File: src/rtl/bitwise_frame_reducer.sv
// Purpose : reduce a frame of 1..2^LEN_W operand words with a run-time selectable bitwise OR/AND/XOR/NOR.
// Latency : out_valid rises the cycle after the final operand handshake; result is registered.
// Backpr. : in_ready is high only in ACCUM; out_data/out_valid hold in DONE until out_ready.
//
// Ports:
//   clk, rst            rising-edge clock, synchronous active-high reset
//   start, op, len      frame start request (IDLE only); op and len latched with it
//   in_valid/in_ready/in_data     operand stream
//   out_valid/out_ready/out_data  result stream
//   busy, beat_cnt      frame in progress, operands accepted so far
//   out_zero            result-is-zero flag, present only when ZERO_FLAG_EN is defined
// Optional feature macro: ZERO_FLAG_EN

module bitwise_frame_reducer #(
  parameter int WIDTH = 8,
  parameter int LEN_W = 4
) (
  input  logic             clk,
  input  logic             rst,
  input  logic             start,
  input  logic [1:0]       op,
  input  logic [LEN_W-1:0] len,
  input  logic             in_valid,
  input  logic [WIDTH-1:0] in_data,
  output logic             in_ready,
  output logic             out_valid,
  output logic [WIDTH-1:0] out_data,
  input  logic             out_ready,
  output logic             busy,
`ifdef ZERO_FLAG_EN
  output logic [LEN_W-1:0] beat_cnt,
  output logic             out_zero
`else
  output logic [LEN_W-1:0] beat_cnt
`endif
);

  localparam logic [1:0] OP_OR  = 2'b00;
  localparam logic [1:0] OP_AND = 2'b01;
  localparam logic [1:0] OP_XOR = 2'b10;
  localparam logic [1:0] OP_NOR = 2'b11;

  typedef enum logic [1:0] {
    S_IDLE  = 2'b00,
    S_ACCUM = 2'b01,
    S_DONE  = 2'b10
  } state_t;

  state_t           state;
  state_t           state_nxt;
  logic [1:0]       op_q;
  logic [LEN_W-1:0] len_q;
  logic [WIDTH-1:0] acc;
  logic [WIDTH-1:0] acc_nxt;
  logic [WIDTH-1:0] result;
  logic             beat;
  logic             last_beat;

  assign beat      = in_valid & in_ready;
  // Compare before increment so a full 2^LEN_W frame never wraps beat_cnt.
  assign last_beat = beat && (beat_cnt == len_q);

  // NOR accumulates as OR; the inversion is applied once on the final result.
  always_comb begin
    acc_nxt = acc;
    case (op_q)
      OP_OR,
      OP_NOR:  acc_nxt = acc | in_data;
      OP_AND:  acc_nxt = acc & in_data;
      OP_XOR:  acc_nxt = acc ^ in_data;
      default: acc_nxt = acc;
    endcase
  end

  assign result = (op_q == OP_NOR) ? ~acc_nxt : acc_nxt;

  // State register
  always_ff @(posedge clk) begin
    if (rst) begin
      state <= S_IDLE;
    end else begin
      state <= state_nxt;
    end
  end

  // Next-state logic
  always_comb begin
    state_nxt = state;
    case (state)
      S_IDLE:  if (start)     state_nxt = S_ACCUM;
      S_ACCUM: if (last_beat) state_nxt = S_DONE;
      S_DONE:  if (out_ready) state_nxt = S_IDLE;
      default: state_nxt = S_IDLE;
    endcase
  end

  // Outputs decoded from state
  always_comb begin
    in_ready  = 1'b0;
    out_valid = 1'b0;
    busy      = 1'b0;
    case (state)
      S_ACCUM: begin
        in_ready = 1'b1;
        busy     = 1'b1;
      end
      S_DONE: begin
        out_valid = 1'b1;
        busy      = 1'b1;
      end
      default: ;
    endcase
  end

  // Datapath: configuration latch, accumulator, beat counter, result register
  always_ff @(posedge clk) begin
    if (rst) begin
      op_q     <= OP_OR;
      len_q    <= '0;
      acc      <= '0;
      beat_cnt <= '0;
      out_data <= '0;
`ifdef ZERO_FLAG_EN
      out_zero <= 1'b0;
`endif
    end else begin
      case (state)
        S_IDLE: begin
          if (start) begin
            op_q     <= op;
            len_q    <= len;
            acc      <= (op == OP_AND) ? {WIDTH{1'b1}} : {WIDTH{1'b0}};
            beat_cnt <= '0;
          end
        end
        S_ACCUM: begin
          if (beat) begin
            acc <= acc_nxt;
            if (last_beat) begin
              out_data <= result;
`ifdef ZERO_FLAG_EN
              out_zero <= (result == '0);
`endif
            end else begin
              beat_cnt <= beat_cnt + {{(LEN_W-1){1'b0}}, 1'b1};
            end
          end
        end
        default: ;
      endcase
    end
  end

endmodule

File: config.mk
export PLATFORM = sky130hd
export DESIGN_NAME = bitwise_frame_reducer
export DESIGN_NICKNAME = d
export VERILOG_FILES = /design/src/rtl/bitwise_frame_reducer.sv
export SDC_FILE = /design/constraint.sdc
export NUM_CORES = 1
export LEC_CHECK = 0
export BUFFER_PORTS_ARGS = -buffer_cell sky130_fd_sc_hd__buf_2
export CAP_MARGIN = 10
export CORE_MARGIN = 2
export CORE_UTILIZATION = 45
export CTS_BUF_LIST = sky130_fd_sc_hd__clkbuf_4
export CTS_CLUSTER_DIAMETER = 60
export CTS_CLUSTER_SIZE = 14
export DETAILED_ROUTE_END_ITERATION = 16
export PLACE_DENSITY_LB_ADDON = 0.15
export RECOVER_POWER = 100
export SLEW_MARGIN = 20
export SYNTH_ARGS = -nofsm -noshare
export SYNTH_HDL_FRONTEND = slang
export SYNTH_SLANG_ARGS = --single-unit
File: constraint.sdc
create_clock -name clk -period 2.3 [get_ports clk]
set_clock_uncertainty 0.05 [all_clocks]
set_input_delay 0.23 -clock clk [delete_from_list [all_inputs] [get_ports clk]]
set_output_delay 0.23 -clock clk [all_outputs]
set_load 0.02 [all_outputs]
# ---- Word-level counts from Yosys, hierarchy flattened
# Index checks and enable logic that the tools add are counted.
dict set report op_classes {
  n_addsub 1
  n_eq_ne 12
  muxes 17
  n_bitwise 5
  n_reduce_logical 11
}
# op count
set ops {}
lappend ops {{2-to-1 mux 8 bit} 4}
lappend ops {{one-hot mux 8 bit (3 select lines)} 1}
lappend ops {{one-hot mux 8 bit (2 select lines)} 1}
lappend ops {{2-to-1 mux 4 bit} 3}
lappend ops {{!= test 2 bit, second input constant} 5}
lappend ops {{AND reduction 3 bit} 3}
lappend ops {{AND 8 bit} 1}
lappend ops {{NOT 8 bit} 1}
lappend ops {{OR 8 bit} 1}
lappend ops {{one-hot mux 4 bit (2 select lines)} 1}
lappend ops {{XOR 8 bit} 1}
lappend ops {{equality test 2 x 1 -> 1 bit, second input constant} 3}
lappend ops {{equality test 2 bit, second input constant} 3}
lappend ops {{2-to-1 mux 2 bit} 3}
lappend ops {{one-hot mux 2 bit (3 select lines)} 1}
lappend ops {{adder 4 x 1 -> 4 bit, second input constant} 1}
lappend ops {{equality test 4 bit} 1}
lappend ops {{logical NOT 2 bit} 2}
lappend ops {{AND reduction 4 bit} 1}
lappend ops {{OR reduction 2 bit} 2}
lappend ops {{2-to-1 mux 1 bit} 3}
lappend ops {{AND reduction 2 bit} 1}
lappend ops {{nonzero test 2 bit} 1}
lappend ops {{AND 1 bit} 1}
lappend ops {{logical AND 1 bit} 1}
dict set report totals {
  regBits 28
  out_inout_bits 15
}

# ---- Logic depth before layout (Yosys ltp)
# Gate-level depths: netlist of the first run.
dict set report logic_depth {
  ltp_word 7
  mapped_depth 8
  ltp_nobuf 6
}

# ---- Worst setup path before layout of the first run
# No wires, ideal clock.
dict set report synth_timing {
  path_type {register to register}
  from {register state[1]}
  to {register beat_cnt[3]}
  arrival_time_ns 1.589
  t_required_ns 2.162
  slack_ns 0.573
  path_stages_with_launch 8
  path_buffers 1
  period_less_slack_ns 1.727
  path_cell_list {dfxtp_1 inv_1 ha_1 mux2_2 nand2_4 buf_8 a211oi_2 o32ai_2}
}
dict set report synth_between {
  elab_chain_cells 6
  word_cells_on_any_way 11
  classes_between {4 x eq/ne; 2 x mux; 1 x bitwise; 4 x reduce/logical}
}
# item line
set synth_lines {}
lappend synth_lines {{from (decl)} 49} ;# state_t state;
lappend synth_lines {{from (signal assigned)} 82} ;# state <= state_nxt;
lappend synth_lines {{equality test 2 x 1 -> 1 bit *} 102} ;# case (state)
lappend synth_lines {{2-to-1 mux 1 bit *} 102}
lappend synth_lines {{named net in_ready} 25} ;# output logic in_ready,
lappend synth_lines {{AND 1 bit *} 59} ;# assign beat = in_valid & in_ready;
lappend synth_lines {{logical AND 1 bit} 61} ;# assign last_beat = beat && (beat_cnt == len_q);
lappend synth_lines {{!= test 2 bit (no source line)} n/a}
lappend synth_lines {{AND reduction 4 bit (no source line) *} n/a}
lappend synth_lines {{to (signal assigned)} 145} ;# beat_cnt <= beat_cnt + {{(LEN_W-1){1'b0}}, 1'b1};
lappend synth_lines {{to (decl)} 34} ;# output logic [LEN_W-1:0] beat_cnt
# Mark *: on every way through the listed nets, which the timed path passes. The rest lies on a longest branch.
# A chain may end at the register's enable or synchronous reset.

# ---- Worst setup path after layout of the first run
dict set report layout_timing {
  from {register state[1]}
  to {register out_data[5]}
}
dict set report layout_between {
  elab_chain_cells 5
}
# item line
set layout_lines {}
lappend layout_lines {{equality test 2 x 1 -> 1 bit *} {102, 127}}
lappend layout_lines {{2-to-1 mux 1 bit} 102}
lappend layout_lines {{AND 1 bit} 59}
lappend layout_lines {{logical AND 1 bit} 61}
lappend layout_lines {{AND reduction 3 bit (no source line) *} n/a}
lappend layout_lines {{to (signal assigned)} 140} ;# out_data <= result;
lappend layout_lines {{to (decl)} 27} ;# output logic [WIDTH-1:0] out_data,
# Every way passes the cells marked *; elsewhere a longest branch is shown, timed or not.

==> results.md, run 1 <==
* Run status: completed
* Largest family of logic cells by synthesized area: compound AO/OA/AOI/OAI gates
* Final WL at 4.084 mm
* Startpoint types: register
* Compound-Gate Fraction of Synth Area at 27.08%
* Initial antenna violation count at 0
* Final worst setup slack at 324.7 ps
* Maxcap violations at 0
* First-pass GRT wire length at 7.176 mm
* Routed Antenna Nets at 0
* Tot GR Track Use at 17.95%
* Cts bufs inserted at 3
* FF/Latch Area at 560.5 um^2
* Clock-pin slew of the registers on the worst-case setup and hold paths at 160 ps
* Vias per cell at 5.335
* Final #Nets at 276
* Via Count at 1499
* Final Setup Violations at 0
* Clock network power share at 10.3%
* Die Ht at 69.90 um
* Antenna Cells at 0
* Final period util at 85.88%
* PD cells at 1035 mW/mm^2
* Switching pwr at 0.9537 mW
* Adder-Cell Fraction of Synth Area at 15.36%
* Req. time, crit path at 2470 ps
* Mapped Area at 0.001954 mm^2
* Row Count at 23
* RSZ-0062 raised after global routing: no
* Synth warn at 0
* Starting Density at 47.83%
* Final Max Tran Viols at 0
* Flops & latches, synth at 28
* Min-delay worst type: primary input to register
* Root Buffer: clkbuf_4
* Drt first pass iters at 4
* DP HPWL at 2.893 mm
* Combinational share of power at 56.1%
* Clk buf depth at 2
* DRC errors left at 0
* Share of layout cells above drive strength 1 at 17.32%
* Fin. Hold Viols at 0
* Crit Path Class: register to register
* Multi-input logic area at 0.001096 mm^2
* Seq/Total Area, Yosys at 28.68%
* Layout area overhead at 2.177%
* Avg Cell Area, Syn at 9.487 um^2
* Congestion Overflow GR at 0
* Resized Gates After CTS at 0
* Number of fill cells at 419
* Clock latency on the worst-skew pair at 330 ps
* Switching Share at 46.15%
* Worst IR Drop VDD at 587.1 uV
* Unique masters post-synth at 34
* Ports at 34
* Synth Instances at 206
* Dpl ws at 407.9 ps
* CORE AREA at 0.004086 mm^2
* Critical Path AT at 2140 ps
* Port buffer count at 33
* Leakage dissipation at 0.8188 nW
* Hold_buf cts at 0
* Worst Setup End Kind: register
* Mux cell area share after synthesis at 2.113%
* Share of the core filled with cells at 48.87%
* Clock period minus worst slack at 1975 ps
* Largest net degree at the start of global routing at 20
* Synth Area in XOR/XNOR at 5.378%
* Setup TNS at 0 ps
* Syn_nets at 249
* Iter 0 DRT Violations at 45
* Cell internal pwr at 1.113 mW
* Post-DR wirelength/cell at 14.53 um
* Crit Path Max Fanout at 14
* Post-CTS setup repair buffer count at 0
* TritonCTS clock tree: built
* TritonCTS sink count at 28
* Worst-margin pin slew at 560.3 ps
* Gp weighted congestion at 0.7221
* Sequential share of power at 33.7%
* Max Freq at 506.3 MHz
* Post-Synth Simple-Gate Area at 11.59%
* Number of global-route vias before repair at 1507
* H-tree levels at 1
* Max_slew headroom at 62.65%
* Die width at 69.90 um
* Die Footprint at 0.004886 mm^2
==> registers in the layout, indices dropped and copies added (netlist names) <==
register  cells
acc           8
beat_cnt      4
len_q         4
op_q          2
out_data      8
state         2
==> power by group through the flow <==
stage / registers, mW / clock network [mW] / logic [mW]
floorplan: 0.728 / 0 / 1.10
CTS: 0.697 / 0.224 / 1.33
global route: 0.716 / 0.239 / 1.31
global placement: 0.706 / 0 / 1.32
detailed placement: 0.709 / 0 / 1.32
finish: 0.695 / 0.212 / 1.16
==> final cells by class <==
| cell class | instances | area share (%) |
|---|---|---|
| flip-flops and latches | 28 | 28.07 |
| well taps | 50 | 3.133 |
| clock buffers | 3 | 1.128 |
| repair buffers | 36 | 8.271 |
| inverters | 24 | 4.511 |
| multi-input cells | 140 | 54.89 |
==> worst max-delay path, stage by stage, from the launching register on <==
cell and delay, ps:
dfxtp_1 350, inv_1 110, ha_1 180, buf_4 230
and3_1 550, and2_4 310, a211oi_1 90
==> stage by stage <==
stage	power (mW)	instances	area [um^2]	hold WS, ps
after floorplan	1.829	206	1954	327.5
after CTS	2.251	281	2126	69.31
after detailed placement	2.033	278	2103	410.5
final	2.066	281	1997	85.48
after global routing	2.268	281	1997	96.87
after global placement	2.028	278	2103	409.8
==> final timing paths <==
| kind | slack, ps | depth (start not counted) | startpoint | end |
|---|---|---|---|---|
| worst max-delay path | 320 | 6 | state[1] | out_data[5] |
| worst min-delay path | 90 | 3 | op[1] | op_q[1] |
| worst max register to register | 320 | 6 | state[1] | out_data[5] |
| worst min register to register | 430 | 2 | len_q[3] | len_q[3] |
==> cells by family after synthesis <==
group | count (synthesis)
muxes | 4
buffers and inverters | 38
DFF | 28
xor gates and xnor gates | 12
adders and majority gates | 24
AOI/OAI and AO/OA | 56
and+or+nand+nor | 44
==> cells in the final DEF, fill, tap and decap left out <==
cell and n:
a21oi_2 4, a211oi_1 7, a211oi_2 3, a31oi_1 1, mux2_2 1, or2_2 1, nand4_1 2, mux2i_1 3
o32ai_1 1, buf_4 2, and3_1 1, a221oi_1 13, nor2_1 3, a21o_2 1, a221oi_2 3, ha_1 24
nand2b_1 2, and2_4 1, o22ai_1 1, clkbuf_1 16, nand2_4 1, o32ai_2 1, buf_2 18, nand2_1 21
clkbuf_4 3, a21oi_1 20, dfxtp_1 28, o21ai_0 1, inv_1 24, and3_4 1, xnor2_1 12, nand3_1 11
==> cell usage after synthesis (all sizes together) <==
| cell | number | area, um^2 |
|---|---|---|
| and2 | 1 | 8.760 |
| buf | 9 | 81.32 |
| dfxtp | 28 | 560.5 |
| ha | 24 | 300.3 |
| nand3 | 11 | 55.05 |
| o21ai | 1 | 5.000 |
| and3 | 2 | 22.52 |
| o32ai | 2 | 32.53 |
| a221oi | 16 | 202.7 |
| xnor2 | 12 | 105.1 |
| o22ai | 1 | 6.260 |
| a31oi | 1 | 6.260 |
| or2 | 1 | 6.260 |
| nand2 | 22 | 90.09 |
| a21oi | 24 | 142.7 |
| mux2 | 1 | 11.26 |
| a211oi | 10 | 125.1 |
| mux2i | 3 | 30.03 |
| inv | 24 | 90.09 |
| clkbuf | 5 | 20.01 |
| a21o | 1 | 8.760 |
| nand2b | 2 | 20.02 |
| nor2 | 3 | 11.26 |
| nand4 | 2 | 12.51 |
==> layer usage <==
metal / up-vias / GRT usage (%) / wire [um]
met5: - / 0 / 0
met4: 0 / 4.487 / 19
met3: 2 / 2.020 / 124
met2: 25 / 28.78 / 1823
met1: 699 / 25.69 / 2117
li1: 773 / - / -
Note: power is estimated with default switching activity, not from simulation.
==> run 2, diff against run 1 <==
Settings changed: ABC_AREA set to 1.
==> run 2 against run 1 <==
  * Sequential share of layout area decreased by 1.9 points
  * Via count is 15% higher
  * Worst setup slack better by 92 ps
  * Area after synthesis down 1.1%
  * Synthesized cell count is 41% higher
  * Clock power grew 60%
  * Fmax grew 4.9%
  * Flip-flop and latch count unchanged
  * Critical endpoint is now acc[0]
  * Sequential power up 2%
  * Combinational power increased by 7%
  * Final cell count increased by 31%
  * Clock-buffer cell count unchanged
  * Largest power group unchanged
==> results.md, run 2 <==
* Run status: completed (unchanged)
* Post-DR wirelength/cell at 11.04 um (was 14.53 um)
* Multi-input logic area at 0.001110 mm^2 (was 0.001096 mm^2)
* WHS Path Cells at 3 (unchanged)
* Req. time, crit path at 2500 ps (was 2470 ps)
* Mux cell area share after synthesis at 0% (was 2.113%)
* Cell internal pwr at 1.206 mW (was 1.113 mW)
* Synth top area share at 29.00% (was 28.68%)
* DRC errors left at 0 (unchanged)
* Clock network power share at 14.8% (was 10.3%)
* Tot GR Track Use at 17.66% (was 17.95%)
* Reg2reg start: state[1] (unchanged)
* Design area at 0.002138 mm^2 (was 0.001997 mm^2)
* Fin. Hold Viols at 0 (unchanged)
* Root Buffer: clkbuf_4 (unchanged)
* Final Setup Violations at 0 (unchanged)
* Number of fill cells at 444 (was 419)
* PD cells at 1073 mW/mm^2 (was 1035 mW/mm^2)
* Final period util at 81.87% (was 85.88%)
* Async set-reset flop share out of synthesis at 0% (unchanged)
* Most used cell, CP: inv_1
* Crit Path Max Fanout at 9 (was 14)
* Seq/Total Area, Yosys at 29.00% (was 28.68%)
* Most frequent cells in the layout: nand2_1 (76), inv_1 (48), nor2_1 (32), dfxtp_1 (28), ha_1 (24) (was dfxtp_1 (28), inv_1 (24), ha_1 (24), nand2_1 (21), a21oi_1 (20))
* Adder-Cell Fraction of Synth Area at 15.53% (was 15.36%)
* Worst-margin pin slew at 522.2 ps (was 560.3 ps)
* Starting Density at 47.64% (was 47.83%)
* First-pass GRT wire length at 7.093 mm (was 7.176 mm)
* Critical Path AT at 2090 ps (was 2140 ps)
* Post-synth EDFFs at 0 (unchanged)
* Largest family of logic cells by synthesized area: simple AND/OR/NAND/NOR gates (was compound AO/OA/AOI/OAI gates)
* Switching pwr at 1.088 mW (was 0.9537 mW)
* Share of the core filled with cells at 52.70% (was 48.87%)
* Die Ht at 69.54 um (was 69.90 um)
* Crit Path Class: register to register (unchanged)
* Avg Cell Area, Syn at 6.643 um^2 (was 9.487 um^2)
* Worst Hold Endpoint: len_q[2] (was op_q[1])
* Setup TNS at 0 ps (unchanged)
* Combinational share of power at 54.2% (was 56.1%)
* Gp weighted congestion at 0.9744 (was 0.7221)
* Clock-pin slew of the registers on the worst-case setup and hold paths at 170 ps (was 160 ps)
* Flops & latches, synth at 28 (unchanged)
* Reg-to-reg setup timing slack at 420 ps (was 320 ps)
* Mapped Area at 0.001933 mm^2 (was 0.001954 mm^2)
* Final #Nets at 363 (was 276)
* Synth top area cells: dfxtp_1 (29%), ha_1 (16%), nand2_1 (14%), inv_1 (9.1%), nor2_1 (6.2%) (was dfxtp_1 (29%), ha_1 (15%), a221oi_2 (7.7%), a211oi_2 (6.4%), xnor2_1 (5.4%))
* Resized Gates After CTS at 0 (unchanged)
* Hold_buf cts at 0 (unchanged)
* DP HPWL at 3.025 mm (was 2.893 mm)
* Via Count at 1724 (was 1499)
* Clk buf depth at 2 (unchanged)
* Crit path buf inv count at 3 (was 2)
* Worst Setup End Kind: register (unchanged)
* Iter 0 DRT Violations at 88 (was 45)
* Startpoint types: register (unchanged)
* Clock period minus worst slack at 1883 ps (was 1975 ps)
* Most instantiated library cell after synthesis: nand2_1 (was dfxtp_1)
* Largest net degree at the start of global routing at 23 (was 20)
* Worst IR Drop VDD at 369.5 uV (was 587.1 uV)
* Compound-Gate Fraction of Synth Area at 13.79% (was 27.08%)
* Commonest non-fill, non-tap cell in the layout: nand2_1 (was dfxtp_1)
* Share of layout cells above drive strength 1 at 12.54% (was 17.32%)
* Antenna Cells at 0 (unchanged)
* Maxcap violations at 0 (unchanged)
* Synth Area in XOR/XNOR at 0.9061% (was 5.378%)
* Synth warn at 0 (unchanged)
* Initial antenna violation count at 0 (unchanged)
* Max_slew headroom at 65.18% (was 62.65%)
* Syn_nets at 334 (was 249)
* Hold_sp: len[2] (was op[1])
* R2R depth at 9 (was 6)
* Crit-path cells: inv_1, ha_1, nand2_1, o21ai_1, nand2_2, inv_1, o21ai_2, o21ai_0, inv_1 (was inv_1, ha_1, buf_4, and3_1, and2_4, a211oi_1)
* Die Footprint at 0.004836 mm^2 (was 0.004886 mm^2)
* Congestion Overflow GR at 0 (unchanged)
* Port buffer count at 33 (unchanged)
* Synth Instances at 291 (was 206)
* Top Registers: acc x8, out_data x8 (unchanged)
* Leakage dissipation at 1.068 nW (was 0.8188 nW)
* Layout area overhead at 10.61% (was 2.177%)
* Number of global-route vias before repair at 1528 (was 1507)
* Critical path depth at 9 (was 6)
* Drt first pass iters at 4 (unchanged)
* Ports at 34 (unchanged)
* FF/Latch Area at 560.5 um^2 (unchanged)
* Switching Share at 47.42% (was 46.15%)
* Synth cell count leaders: nand2_1 (74), inv_1 (47), nor2_1 (32) (was dfxtp_1 (28), ha_1 (24), inv_1 (24))
* Largest area contributor in the netlist: dfxtp_1 (unchanged)
* Min-delay worst type: primary input to register (unchanged)
* Post-CTS setup repair buffer count at 0 (unchanged)
* Cell Count, Final, Fillers Out at 369 (was 281)
* Unique masters post-synth at 26 (was 34)
* RSZ-0062 raised after global routing: no (unchanged)
* Clock latency on the worst-skew pair at 340 ps (was 330 ps)
* Vias per cell at 4.672 (was 5.335)
* CORE AREA at 0.004058 mm^2 (was 0.004086 mm^2)
* Cts bufs inserted at 3 (unchanged)
* Terminus of the critical flop-to-flop path: acc[0] (was out_data[5])
* Post-Synth Simple-Gate Area at 27.70% (was 11.59%)
* Worst path max stage delay at 360 ps (was 550 ps)
* Final WL at 4.073 mm (was 4.084 mm)
* Final Max Tran Viols at 0 (unchanged)
* TritonCTS sink count at 28 (unchanged)
* Top delay family on crit path: compound AO/OA/AOI/OAI gates (was simple AND/OR/NAND/NOR gates)
* H-tree levels at 1 (unchanged)
* Sequential share of power at 31.0% (was 33.7%)
* Die width at 69.54 um (was 69.90 um)
* Max Freq at 531.0 MHz (was 506.3 MHz)
* Row Count at 23 (unchanged)
* TritonCTS clock tree: built (unchanged)
* Post-synth top flop: dfxtp_1 (unchanged)
* CP max stage cell: dfxtp_1 (was and3_1)
* Routed Antenna Nets at 0 (unchanged)
* Inst Count DP at 365 (was 278)
* Dpl cell area at 0.002115 mm^2 (was 0.002103 mm^2)
-- run 2: routing by layer --
layer	wire length [um]	vias to the layer above	global-route usage, %
met5	0	-	0
met4	26	0	3.922
met3	136	2	2.035
met2	1618	31	25.11
met1	2291	745	28.14
li1	-	946	-
-- run 2: worst max path at each step --
| stage | end | from | slack [ps] |
|---|---|---|---|
| after floorplan | acc[0] | state[1] | 730 |
| after global placement | state[0] | state[1] | 530 |
| after detailed placement | state[1] | state[1] | 500 |
| after CTS | state[1] | state[1] | 470 |
| after global routing | acc[0] | state[1] | 170 |
| final | acc[0] | state[1] | 420 |
-- run 2: layout make-up --
class | instances | share of cell area, %
clock inverter | 1 | 1.404
inverter | 51 | 8.953
sequential | 28 | 26.21
tap | 50 | 2.926
clock buffer | 3 | 1.053
timing repair buffer | 35 | 7.548
multi-input combinational | 201 | 51.90
-- run 2: through the flow --
| stage | worst slack, ps | power (mW) | hold slack (ps) |
|---|---|---|---|
| after floorplan | 729.5 | 1.701 | 338.4 |
| after global placement | 531.0 | 1.991 | 412.7 |
| after detailed placement | 497.5 | 2.000 | 424.7 |
| after CTS | 471.1 | 2.338 | 83.24 |
| after global routing | 167.9 | 2.536 | 94.10 |
| final | 416.9 | 2.294 | 94.19 |
-- run 2: cell families (layout without fill, tap and decap cells) --
group / after synthesis / count (layout)
AO/OA/AOI/OAI: 46 / 46
XOR/XNOR: 2 / 2
adder cells (fa/ha/maj): 24 / 24
buffers and inverters: 62 / 90
flip-flops: 28 / 28
AND/OR/NAND/NOR: 129 / 129
-- run 2: power by group through the flow --
stage	combinational [mW]	clock [mW]	sequential, mW
6_report	1.24	0.340	0.710
4_1_cts	1.28	0.343	0.711
5_1_grt	1.45	0.360	0.730
3_3_place_gp	1.27	0	0.717
2_1_floorplan	0.958	0	0.743
3_5_place_dp	1.28	0	0.723
-- run 2: worst register-to-register path, stage by stage, from the launching register on --
cell and delay, ps:
dfxtp_1 360, inv_1 100, ha_1 290, nand2_1 120, o21ai_1 110, nand2_2 170, inv_1 210, o21ai_2 160
o21ai_0 180, inv_1 60
==> run 3, diff against run 2 <==
Clock period 2.3 ns to 1.8 ns, I/O delays scaled along.
==> run 3 against run 2 <==
  * Routed wire length down 0.59%
  * Highest routed layer unchanged
  * Sequential power up 28%
  * Design area up 0.53%
  * Non-clock buffer count up 3
  * Register-to-register slack worse by 300 ps
  * Final cell count up 0.81%
  * Hold slack worse by 36 ps
  * Worst setup slack worse by 300 ps
  * Largest cell class unchanged
  * Clock power down 22%
  * First-iteration DRC count down 40%
  * Flip-flop and latch count unchanged
  * Via count up 0.87%
==> results.md, run 3 (same netlist as run 2, synthesis figures left out) <==
* Run status: completed (unchanged)
* Hold_sp: len[2] (unchanged)
* Die Footprint at 0.004836 mm^2 (unchanged)
* Most frequent cells in the layout: nand2_1 (75), inv_1 (46), nor2_1 (32), dfxtp_1 (28), ha_1 (23) (was nand2_1 (76), inv_1 (48), nor2_1 (32), dfxtp_1 (28), ha_1 (24))
* Clk buf depth at 2 (unchanged)
* Initial antenna violation count at 0 (unchanged)
* Critical Path AT at 1870 ps (was 2090 ps)
* TritonCTS clock tree: built (unchanged)
* TritonCTS sink count at 28 (unchanged)
* Clock latency on the worst-skew pair at 320 ps (was 340 ps)
* Largest net degree at the start of global routing at 17 (was 23)
* DP HPWL at 3.040 mm (was 3.025 mm)
* Iter 0 DRT Violations at 53 (was 88)
* Die width at 69.54 um (unchanged)
* Final WL at 4.049 mm (was 4.073 mm)
* Gp weighted congestion at 0.7589 (was 0.9744)
* Max_slew headroom at 63.81% (was 65.18%)
* Worst Setup End Kind: register (unchanged)
* Vias per cell at 4.675 (was 4.672)
* Final period util at 93.59% (was 81.87%)
* Antenna Cells at 0 (unchanged)
* Total Power at 2.839 mW (was 2.294 mW)
* Clock-pin slew of the registers on the worst-case setup and hold paths at 150 ps (was 170 ps)
* Root Buffer: clkbuf_4 (unchanged)
* Number of global-route vias before repair at 1615 (was 1528)
* Min-delay worst type: primary input to register (unchanged)
* Cts bufs inserted at 3 (unchanged)
* RSZ-0062 raised after global routing: no (unchanged)
* Hold_buf cts at 0 (unchanged)
* Die Ht at 69.54 um (unchanged)
* Crit Path Max Fanout at 8 (was 9)
* Crit Path Class: register to register (unchanged)
* Startpoint types: register (unchanged)
* Drt first pass iters at 7 (was 4)
* Setup crit start: state[0] (was state[1])
* Worst-margin pin slew at 542.8 ps (was 522.2 ps)
* H-tree levels at 1 (unchanged)
* PD cells at 1321 mW/mm^2 (was 1073 mW/mm^2)
* Routed Antenna Nets at 0 (unchanged)
* Commonest non-fill, non-tap cell in the layout: nand2_1 (unchanged)
* Tot GR Track Use at 17.48% (was 17.66%)
* Congestion Overflow GR at 0 (unchanged)
* Clock period minus worst slack at 1685 ps (was 1883 ps)
* Final Max Tran Viols at 0 (unchanged)
* Port buffer count at 33 (unchanged)
* Row Count at 23 (unchanged)
* Top Registers: acc x8, out_data x8 (unchanged)
* Maxcap violations at 0 (unchanged)
* Post-DR wirelength/cell at 10.88 um (was 11.04 um)
* Setup TNS at 0 ps (unchanged)
* Via Count at 1739 (was 1724)
* Worst IR Drop VDD at 677.7 uV (was 369.5 uV)
* Share of layout cells above drive strength 1 at 14.91% (was 12.54%)
* Layout area overhead at 11.20% (was 10.61%)
* Fin. Hold Viols at 0 (unchanged)
* Starting Density at 47.64% (unchanged)
* Max Freq at 593.6 MHz (was 531.0 MHz)
* Final Setup Violations at 0 (unchanged)
* First-pass GRT wire length at 7.120 mm (was 7.093 mm)
* FF/Latch Area at 560.5 um^2 (unchanged)
* DRC errors left at 0 (unchanged)
* Number of fill cells at 439 (was 444)
* Leakage dissipation at 1.073 nW (was 1.068 nW)
* CORE AREA at 0.004058 mm^2 (unchanged)
* Reg2reg start: state[0] (was state[1])
* Req. time, crit path at 1990 ps (was 2500 ps)
* Multi-input logic area at 0.001120 mm^2 (was 0.001110 mm^2)
* Ports at 34 (unchanged)
* Final #Nets at 366 (was 363)
-- run 3: cell count changes in the layout (fill, tap and decap cells not counted), moves of 2 or more --
cell | before | now
buf_4 | 2 | 4
inv_1 | 48 | 46
inv_2 | 2 | 4
o21ai_0 | 11 | 8
o21ai_1 | 5 | 8
-- run 3: final cells by class --
type,count,share of cell area [%]
tap,50,2.910
clock inverter,1,0.1746
multi-input combinational,201,52.10
clock buffer,3,1.048
timing repair buffer,38,8.789
sequential,28,26.08
inverter,51,8.906
-- run 3: metal layers --
layer | up-vias | GRT usage (%) | wire, um
li1 | 953 | - | -
met1 | 756 | 25.87 | 2179
met2 | 28 | 27.35 | 1716
met3 | 2 | 2.180 | 131
met4 | 0 | 3.268 | 21
met5 | - | 0 | 0
-- run 3: critical path, cell delays in order, from the launching register on --
cell and delay, ps:
dfxtp_1 420, inv_1 90, ha_1 230, inv_1 100
nor2_1 50, inv_1 90, nand2_2 70, inv_2 110
o21ai_2 160, o21ai_0 180, inv_1 50
-- run 3: worst paths after layout --
kind,to,slack (ps),cells past startpoint
setup / recovery,acc[3],120,10
hold / removal,len_q[2],60,3
setup reg to reg,acc[3],120,10
hold reg to reg,len_q[1],440,2
-- run 3: stage by stage --
step | hold WS (ps) | setup slack (ps) | instance area (um^2) | util, % | std cells
after floorplan | 288.4 | 229.5 | 1933 | - | 291
after global placement | 389.0 | 146.5 | 2137 | 52.67 | 368
after detailed placement | 395.3 | 116.1 | 2137 | 52.67 | 368
after CTS | 47.90 | 87.92 | 2163 | 53.31 | 372
after global routing | 71.70 | 10.08 | 2150 | 52.98 | 372
final | 57.72 | 115.4 | 2150 | 52.98 | 372
-- run 3: what timing repair did --
action	in CTS	in global routing
endpoints found under the setup margin	0	8
gates resized for setup	0	3
buffers inserted	0	0
-- run 3: power by group --
group,switching (mW),internal (mW),leakage [nW]
clock,0.185,0.0813,0.0154
combinational,1.10,0.564,0.828
sequential,0.109,0.798,0.230
